[config.mk]
export PLATFORM = sky130hd
export DESIGN_NAME = imm_extend_pipe
export DESIGN_NICKNAME = d
export VERILOG_FILES = /design/src/rtl/imm_extend_pipe_pkg.sv /design/src/rtl/imm_extend_comb.sv /design/src/rtl/imm_extend_pipe.sv
export SDC_FILE = /design/constraint.sdc
export NUM_CORES = 1
export LEC_CHECK = 0
export BUFFER_PORTS_ARGS = -buffer_cell sky130_fd_sc_hd__buf_2
export CAP_MARGIN = 15
export CORE_UTILIZATION = 42
export CTS_BUF_LIST = sky130_fd_sc_hd__clkbuf_4 sky130_fd_sc_hd__clkbuf_8
export CTS_CLUSTER_SIZE = 14
export DETAILED_ROUTE_END_ITERATION = 10
export GPL_TIMING_DRIVEN = 0
export PLACE_DENSITY = 0.7
export SLEW_MARGIN = 20
export SYNTH_ARGS = -nofsm -noshare
export SYNTH_HDL_FRONTEND = slang
export SYNTH_HIERARCHICAL = 1
export SYNTH_SLANG_ARGS = --single-unit
[constraint.sdc]
create_clock -name CLK -period 2.5 [get_ports CLK]
set_input_delay 0.25 -clock CLK [delete_from_list [all_inputs] [get_ports CLK]]
set_output_delay 0.25 -clock CLK [all_outputs]
set_load 0.02 [all_outputs]
[src/rtl/imm_extend_pipe_pkg.sv]
// Shared immediate-format encoding for the decoder, control unit and immediate generator.
package imm_extend_pipe_pkg;

  typedef enum logic [2:0] {
    IMM_RS  = 3'd0,
    IMM_I   = 3'd1,
    IMM_S   = 3'd2,
    IMM_B   = 3'd3,
    IMM_U   = 3'd4,
    IMM_J   = 3'd5,
    IMM_Z   = 3'd6,
    IMM_RSV = 3'd7
  } imm_type_e;

endpackage

[src/rtl/imm_extend_comb.sv]
// Combinational instruction-word to XLEN immediate extender.
// Optional IMM_ILLEGAL_CHK_EN adds the illegal-format flag.
module imm_extend_comb
  import imm_extend_pipe_pkg::*;
#(
  parameter int XLEN = 32
) (
  input  logic [31:0]     instr,
  input  logic [2:0]      instr_type,
`ifdef IMM_ILLEGAL_CHK_EN
  output logic            illegal,
`endif
  output logic [XLEN-1:0] imm
);

  imm_type_e  fmt;
  logic [31:0] raw;
  logic        rs_bad;
  logic        unused_opcode;

  assign fmt           = imm_type_e'(instr_type);
  assign unused_opcode = ^instr[6:0];
  // A 6-bit shift amount with the top bit set is meaningless on RV32.
  assign rs_bad        = (XLEN == 32) && instr[25];

  // NOTE: raw gets a default before the case so no path leaves it unassigned (no latch).
  always_comb begin
    raw = '0;
    case (fmt)
      IMM_RS: begin
        if (XLEN == 64) raw = {26'b0, instr[25:20]};
        else            raw = {27'b0, instr[24:20]};
`ifdef IMM_ILLEGAL_CHK_EN
        if (rs_bad) raw = '0;
`endif
      end
      IMM_I:   raw = {{20{instr[31]}}, instr[31:20]};
      IMM_S:   raw = {{20{instr[31]}}, instr[31:25], instr[11:7]};
      IMM_B:   raw = {{19{instr[31]}}, instr[31], instr[7], instr[30:25], instr[11:8], 1'b0};
      IMM_U:   raw = {instr[31:12], 12'b0};
      IMM_J:   raw = {{11{instr[31]}}, instr[31], instr[19:12], instr[20], instr[30:21], 1'b0};
      IMM_Z:   raw = {27'b0, instr[19:15]};
      IMM_RSV: raw = '0;
      default: raw = '0;
    endcase
  end

  // raw[31] already carries the sign (zero for the zero-extended formats).
  assign imm = {{(XLEN-31){raw[31]}}, raw[30:0]};

`ifdef IMM_ILLEGAL_CHK_EN
  assign illegal = (fmt == IMM_RSV) || ((fmt == IMM_RS) && rs_bad);
`else
  logic unused_rs_bad;
  assign unused_rs_bad = rs_bad;
`endif

endmodule

[src/rtl/imm_extend_pipe.sv]
// Registered immediate generator with valid/ready and a 2-entry skid buffer.
// Define IMM_ILLEGAL_CHK_EN to add the IllegalType output.
module imm_extend_pipe
  import imm_extend_pipe_pkg::*;
#(
  parameter int XLEN  = 32,
  parameter int TAG_W = 32
) (
  input  logic             CLK,
  input  logic             Reset,
  input  logic             InValid,
  output logic             InReady,
  input  logic [31:0]      Instr,
  input  logic [2:0]       InstrType,
  input  logic [TAG_W-1:0] InTag,
  output logic             OutValid,
  input  logic             OutReady,
  output logic [XLEN-1:0]  ExtImm,
  output logic [TAG_W-1:0] OutTag,
`ifdef IMM_ILLEGAL_CHK_EN
  output logic             IllegalType,
`endif
  output logic [2:0]       OutType
);

  typedef struct packed {
    logic [XLEN-1:0]  imm;
    logic [TAG_W-1:0] tag;
    logic [2:0]       itype;
`ifdef IMM_ILLEGAL_CHK_EN
    logic             ill;
`endif
  } entry_t;

  entry_t new_e, out_q, skid_q;
  logic   out_valid, skid_valid;
  logic   in_fire, out_fire;

  imm_extend_comb #(.XLEN(XLEN)) u_comb (
    .instr      (Instr),
    .instr_type (InstrType),
`ifdef IMM_ILLEGAL_CHK_EN
    .illegal    (new_e.ill),
`endif
    .imm        (new_e.imm)
  );

  assign new_e.tag   = InTag;
  assign new_e.itype = InstrType;

  // InReady comes straight from a flop, never from OutReady.
  assign InReady  = !skid_valid;
  assign in_fire  = InValid && InReady;
  assign out_fire = out_valid && OutReady;

  // NOTE: sequential state uses non-blocking assignments so every flop samples pre-edge values.
  always_ff @(posedge CLK or posedge Reset) begin
    if (Reset) begin
      out_valid  <= 1'b0;
      skid_valid <= 1'b0;
      out_q      <= '0;
    end else if (skid_valid) begin
      if (out_fire) begin
        out_q      <= skid_q;
        skid_valid <= 1'b0;
      end
    end else if (in_fire) begin
      if (!out_valid || out_fire) begin
        out_q     <= new_e;
        out_valid <= 1'b1;
      end else begin
        skid_valid <= 1'b1;
      end
    end else if (out_fire) begin
      out_valid <= 1'b0;
    end
  end

  // NOTE: the skid payload is qualified by skid_valid, so only the valid flag needs a reset.
  always_ff @(posedge CLK) begin
    if (in_fire && out_valid && !out_fire) skid_q <= new_e;
  end

  assign OutValid = out_valid;
  assign ExtImm   = out_q.imm;
  assign OutTag   = out_q.tag;
  assign OutType  = out_q.itype;
`ifdef IMM_ILLEGAL_CHK_EN
  assign IllegalType = out_q.ill;
`endif

endmodule
[After elaboration in Yosys (flattened, before gate mapping)]
Cells that the tools add are included.
Operators by class
  equality and inequality tests: 9
  multiplexer cells: 12
  reduce and logical (&&, ||, !) cells: 14
  bitwise gates (word level): 1
Operator list (number)
  $mux 67: 4
  $pmux 32 s8: 1
  $eq 3x3->1 const B: 4
  $mux 1: 7
  $eq 3x2->1 const B: 2
  $reduce_and 3->1: 2
  $reduce_bool 2->1: 3
  $logic_and 1x1->1: 4
  $ne 2x1->1 const B: 2
  $eq 3x1->1 const B: 1
  $logic_not 1->1: 3
  $logic_not 3->1: 1
  $logic_or 1x1->1: 1
  $not 1->1: 1
Word-level totals
  bits of input ports: 71
  bits in registers: 136
  output and inout port bits: 69
  logic and storage cells: 44

[Longest topological paths before layout]
Gate-level depths: netlist of the first run.
  depth in word-level cells: 5
  gate-level depth with buffers: 7
  depth with buffers taken out: 5

[Hierarchy]
The synthesis of the first run kept the hierarchy.
By module, submodules not included
  imm_extend_pipe: area an instance 5525.3 um^2, seq. area each 3738.6 um^2, cells an instance 297, instances 1
  imm_extend_comb: area an instance 513.0 um^2, seq. area each 0.0 um^2, cells an instance 75, instances 1

[Worst setup path before layout of the first run]
No wires, ideal clock.
  kind: register to register
  start point: reg skid_valid
  end point: reg skid_q[0] (netlist name), enable pin
  setup slack: -0.484 ns
  stages on the path, launching flop included: 5
  arrival: 2.552 ns
  library setup time: 0.433 ns
  required time: 2.067 ns
  buffers on the path: 2
  cells stage by stage: dfrtp_1 buf_2 clkbuf_1 inv_1 and3_1
On the way
  word-level cells in the longest chain between the ends: 4
Ends and longest elaborated chain
  start: declaration: line imm_extend_pipe.sv:36  | logic out_valid, skid_valid;
  start signal: assignment: line imm_extend_pipe.sv:60  | skid_valid <= 1'b0;
  start signal: assignment: line imm_extend_pipe.sv:65  | skid_valid <= 1'b0;
  start signal: assignment: line imm_extend_pipe.sv:72  | skid_valid <= 1'b1;
  $logic_not 1->1: line imm_extend_pipe.sv:52  | assign InReady = !skid_valid;
  named net InReady: line imm_extend_pipe.sv:12  | output logic InReady,
  $logic_and 1x1->1: line imm_extend_pipe.sv:53  | assign in_fire = InValid && InReady;
  $logic_and 1x1->1 (2 in series): line imm_extend_pipe.sv:81  | if (in_fire && out_valid && !out_fire) skid_q <= new_e;
  end signal: assignment: line imm_extend_pipe.sv:81
  end: declaration: line imm_extend_pipe.sv:35  | entry_t new_e, out_q, skid_q;
The timed path passes the listed nets, and every way through them passes these cells.
A chain may end at the register's enable or synchronous reset.

[Worst setup path in the final report of the first run]
  start point: reg skid_valid
  end point: reg skid_q[57] (netlist name), enable pin
On the way
  word-level cells in the longest chain between the ends: 4
Ends and longest elaborated chain (line)
  $logic_not 1->1: imm_extend_pipe.sv:52
  $logic_and 1x1->1: imm_extend_pipe.sv:53
  $logic_and 1x1->1 (2 in series): imm_extend_pipe.sv:81
Every way passes these cells.

==> results.ini, run 1 <==
[cts]
htreeDepth=4
cts_buffers=17
clk_latency_ps=450
clock_sinks=136
ctsResizeCount=0
cts.clk_slew.worst_paths_ps=70
cts_tree=done
post-cts-setup-buffer-count=0
cts_buffer_depth=2
postCtsHoldBufs=34
clockRootBuffer=clkbuf_8

[drt]
wl_met1_mm=5.810
drcViolationCount=0
drtAntennaViolNets=0
dr_wl_met3_um=503
wl_met2_mm=6.496
routed_wl_mm=13.00
drt_pass1_iterations=4
via_per_inst=4.957
dr.max_layer_used=met4
drt-initial-drc-count=160
vias=3728
wl_per_cell_um=17.29

[layout]
post-route-util_pct=55.70
syn_to_final_growth_pct=28.53
diodes=0
drive_above_1_share_pct=56.99
layout_commonest_cell=buf_2
mostFrequentLayoutCells=buf_2 (141), mux2_2 (104), dfrtp_1 (69), edfxtp_1 (67), dlygate4sd3_1 (34)
finalNetCount=630
final_cells=752
n_fill_cell=1196

[yosys]
synthXorXnorAreaFrac_pct=0
ys_warn_count=6
syn_area_per_cell_um2=16.23
async_flop_share_pct=50.74
synth_area_um2=6038
synth_area_leaders=edfxtp_1 (33%), dfrtp_1 (29%), mux2_2 (19%), mux2_4 (5.0%), mux2_1 (1.9%)
synth-simple-area-share_pct=3.212
synth_top_area_share_pct=33.32
synth_fp_nets=443
ys.flop_type=dfrtp_1
synth_edf_count=67
synth-seq-cells=136
ys_types=36
synth_top_area_cell=edfxtp_1
synth_fa_ha_area_share_pct=0
synth_cells=372
ys_seq_area_share_pct=61.91
synth.area.mux_share_pct=26.90
synth_compound_area_share_pct=4.766
synth_top_family_by_area=multiplexers

[grt]
overflow=0
grt_max_degree=41
antenna_found_initial=0
grtUsageTotal_pct=18.88
first_global_vias=3941
grt_pass1_wl_mm=20.79

[placement]
hpwl_mm=9.075
portBuffers=132
dp.cells=686
gp_congestion=0.8086

[outcome]
status=finished, final reports clean

[setup_path]
critPathMaxFanout=36
worstPathArrival_ps=2260
slowest_stage=and3_4
crit_path_max_incr_delay_ps=520
critical_path_buf_inv_count=4
crit_required_ps=2630
path_cells=buf_2 > clkbuf_1 > inv_1 > and3_4 > buf_12
crit_type=flip-flop to flip-flop
crit_family=buffers and inverters
cp-end-kind=flip-flop
start_kind=flip-flop

[sta]
rsz0062_at_grt=no
setup-violations-final=0
finalClockSkew_ps=12.70
fin_crit_sh_pct=84.89
finalCriticalPeriod_ps=2122
drv_slew=0
fmax_mhz=471.2
tightest_slew_ps=596.2
hold_viol_final=0
relSlewSlack_pct=60.25

[die]
start_util_pct=43.33
die-area_um2=14860
core-area_um2=13930
die_x_um=121.9
die_h_um=121.9
pin_count=140
row_count=43

[power_and_ir_drop]
power_density_nw_per_um2=1196
vdd_drop_max_mv=0.5165
p_leak_uw=0.003338

[hold_path]
hp-class=input pin to flip-flop

[flow_run]
maxCapViolations=0

-- cell type report --
class	instances	area [um^2]	area share [%]
multi-input combinational	209	2111	27.20
tap	180	225.2	2.902
clock inverter	14	200.2	2.579
timing repair buffer	168	1049	13.51
clock buffer	18	241.5	3.111
sequential	136	3739	48.17
buffer	23	178.9	2.305
inverter	4	17.52	0.2257
-- power breakdown --
part           switching, uW  leakage [uW]  internal, uW
clock network            900      0.000206          1100
registers                315       0.00144          3070
logic                   1970       0.00169          1920
-- cells by family (layout without fill, tap and decap cells) --
kind of cell,count (synthesis),after routing
buffers and inverters,27,227
AO/OA/AOI/OAI,38,38
multiplexers,138,138
flip-flops,136,136
AND/OR/NAND/NOR,33,33
-- layer usage --
layer  global-route usage (%)  vias up
li1                         -     1758
met1                    23.77     1867
met2                    30.65       86
met3                    5.524       17
met4                    7.176        0
met5                        0        -
-- flip-flops by register name (all words and copies together) (netlist names) --
name        count
OutValid        1
OutTag         32
ExtImm         32
skid_q         67
skid_valid      1
OutType         3
-- worst paths after layout --
kind                         startpoint          to  slack, ps  cells past startpoint
hold reg to reg              OutTag[29]  OutTag[29]        490                      1
setup reg to reg             skid_valid  skid_q[57]        380                      5
max in group asynchronous         Reset  ExtImm[26]       1560                      4
min in group asynchronous         Reset  OutTag[12]        360                      3
setup / recovery             skid_valid  skid_q[57]        380                      5
hold / removal             InstrType[2]   skid_q[2]         40                      1
-- Yosys cell counts (6+ instances only) --
cell type	number
mux2_4	20
mux2_1	10
o21ai_2	10
dfrtp_1	69
nand2_1	14
buf_4	6
buf_2	9
a21o_1	8
o21ai_0	6
mux2_2	104
edfxtp_1	67
and2_1	6
-- stage by stage --
step	hold slack [ps]	area, um^2	setup TNS [ps]	total power [uW]	setup slack [ps]
final	38.26	7761	0	9284	377.7
after global routing	8.508	7761	0	9809	234.0
after CTS	10.57	7761	0	9403	329.5
after detailed placement	291.0	6979	0	7338	341.8
after global placement	441.8	6925	-55790	7219	-582.2
after floorplan	335.7	6040	0	6202	254.7
Power figures use the tool's default switching activity.
==> inputs of run 2 (changes only) <==
--- a/config.mk
+++ b/config.mk
@@ -12,7 +12,7 @@
 export CTS_CLUSTER_SIZE = 14
 export DETAILED_ROUTE_END_ITERATION = 10
 export GPL_TIMING_DRIVEN = 0
-export PLACE_DENSITY = 0.7
+export PLACE_DENSITY = 0.68
 export SLEW_MARGIN = 20
 export SYNTH_ARGS = -nofsm -noshare
 export SYNTH_HDL_FRONTEND = slang
==> constraint.sdc (replaced) <==
create_clock -name CLK -period 2 [get_ports CLK]
set_input_delay 0.2 -clock CLK [delete_from_list [all_inputs] [get_ports CLK]]
set_output_delay 0.2 -clock CLK [all_outputs]
set_load 0.02 [all_outputs]
==> results.ini, run 2 (same netlist as run 1, synthesis figures left out) <==
[outcome]
status=finished, final reports clean

[hold_path]
whs_endpoint=skid_q[47]
hp-class=input pin to flip-flop
whs_path_depth=2  ; +1
hold_start=Instr[12]

[layout]
post-route-util_pct=55.75  ; about the same
final_cells=754  ; +0.27%
n_fill_cell=1127  ; -5.8%
drive_above_1_share_pct=56.97  ; about the same
diodes=0  ; unchanged
finalNetCount=632  ; +0.32%
largest_reg_flops=67  ; unchanged
mostFrequentLayoutCells=buf_2 (141), mux2_2 (104), dfrtp_1 (69), edfxtp_1 (67), dlygate4sd3_1 (36)
top_register=skid_q
layout_commonest_cell=buf_2
syn_to_final_growth_pct=28.66  ; about the same

[die]
core-area_um2=13930  ; unchanged
start_util_pct=43.33  ; unchanged
row_count=43  ; unchanged
pin_count=140  ; unchanged
die-area_um2=14860  ; unchanged
die_h_um=121.9  ; unchanged
die_x_um=121.9  ; unchanged

[sta]
relSlewSlack_pct=59.98  ; -0.27 points
finalCriticalPeriod_ps=1900
setup_ws_ps=100.1  ; -277.7 ps
rsz0062_at_grt=no
tightest_slew_ps=600.3  ; +4.077 ps
setup-violations-final=0  ; unchanged
finalClockSkew_ps=7.281  ; -5.421 ps
holdWs_ps=69.38  ; +31.12 ps
fmax_mhz=526.3
drv_slew=0  ; unchanged
hold_viol_final=0  ; unchanged
fin_crit_sh_pct=95.00

[placement]
portBuffers=132  ; unchanged
dp_slack_ps=-246.0  ; -587.8 ps
dp.cells=685  ; -0.15%
hpwl_mm=8.718  ; -3.9%
gp_congestion=0.7701  ; -4.8%

[drt]
routed_wl_mm=13.00  ; about the same
via_per_inst=4.980  ; +0.46%
drcViolationCount=0  ; unchanged
drt-initial-drc-count=203  ; +27%
dr.max_layer_used=met4
drtAntennaViolNets=0  ; unchanged
wl_per_cell_um=17.24  ; -0.29%
wl_met1_mm=5.846  ; +0.62%
drt_pass1_iterations=4  ; unchanged
dr_wl_met3_um=509  ; +1.2%
vias=3755  ; +0.72%
wl_met2_mm=6.426  ; -1.1%

[grt]
grt_pass1_wl_mm=20.39  ; -1.9%
antenna_found_initial=0  ; unchanged
overflow=0  ; unchanged
grtUsageTotal_pct=18.58  ; -0.30 points
first_global_vias=3815  ; -3.2%
grt_max_degree=51  ; +24%

[setup_path]
crit_start=InstrType[1]
rrSetupSlack_ps=140  ; -240 ps
reg2reg_depth=4  ; -1
start_kind=input pin
critPathMaxFanout=10  ; -72%
r2r_end=skid_q[25]
r2r_start=skid_valid
crit_type=input pin to flip-flop
cp-end-kind=flip-flop
crit_required_ps=2330  ; -300 ps
worstPathArrival_ps=2230  ; -30 ps

[power_and_ir_drop]
clkPwrFrac_pct=21.0  ; -0.6 points
total_switching_power_uw=3882  ; +22%
power_uw=11540  ; +24%
vdd_drop_max_mv=0.7681  ; +49%
swShare_pct=33.63  ; -0.73 points
p_int_uw=7661  ; +26%
p_comb_share_pct=42.4  ; +0.5 points
seq_power_share_pct=36.6  ; about the same
p_leak_uw=0.003369  ; +0.91%
power_density_nw_per_um2=1486  ; +24%

[cts]
clock_sinks=136  ; unchanged
clk_latency_ps=430  ; -20 ps
post-cts-setup-buffer-count=0  ; unchanged
cts_tree=done
cts_buffers=17  ; unchanged
cts_buffer_depth=2  ; unchanged
htreeDepth=4  ; unchanged
clockRootBuffer=clkbuf_8
cts.clk_slew.worst_paths_ps=70  ; about the same

[flow_run]
maxCapViolations=0  ; unchanged

## run 2: cell type report
cell class                      instances  area, um^2  area share (%)
Inverter                                4       17.52          0.2255
Clock buffer                           24       317.8           4.091
Multi-Input combinational cell        210        2122           27.32
Timing Repair Buffer                  169        1049           13.50
Clock inverter                          8       118.9           1.530
Sequential cell                       136        3739           48.12
Tap cell                              180       225.2           2.899
Buffer                                 23       180.2           2.319
## run 2: critical path, stage by stage
cell           delay (ps)
dlygate4sd3_1         540
buf_2                 150
buf_4                 170
buf_4                 180
a32oi_1               170
o21ai_0               220
mux2_2                330
mux2_2                260
## run 2: how the worst max path moves through the flow
stage	to	slack (ps)	cells after the start
2_1_floorplan	ExtImm[0]	60	1
3_3_place_gp	ExtImm[14]	-1020	2
3_5_place_dp	skid_q[53]	-250	4
4_1_cts	skid_q[40]	90	4
5_1_grt	skid_q[11]	20	4
6_report	ExtImm[4]	100	8
## run 2: power by group through the flow
stage / combinational (uW) / sequential (uW) / clock [uW]
final: 4890 / 4220 / 2430
after global routing: 5210 / 4320 / 2620
after CTS: 4950 / 4220 / 2500
after detailed placement: 4870 / 4280 / 0
after global placement: 4780 / 4240 / 0
after floorplan: 2660 / 5090 / 0
## run 2: routing by layer
layer  up-vias  GRT usage [%]
met4         0          7.562
met3        20          4.541
met2        85          30.12
li1       1765              -
met1      1885          23.80
met5         -              0
## run 2: metrics by stage
step,cell area (um^2),TNS [ps]
finish,7769,0
global route,7769,0
CTS,7769,0
detailed placement,6959,-16200
global placement,6929,-84750
floorplan,6043,0
## run 2: timing repair
action,CTS,global route
endpoints found under the setup margin,68,0
hold buffers,36,0
gates resized for setup,2,0
hold endpoints to repair,54,0
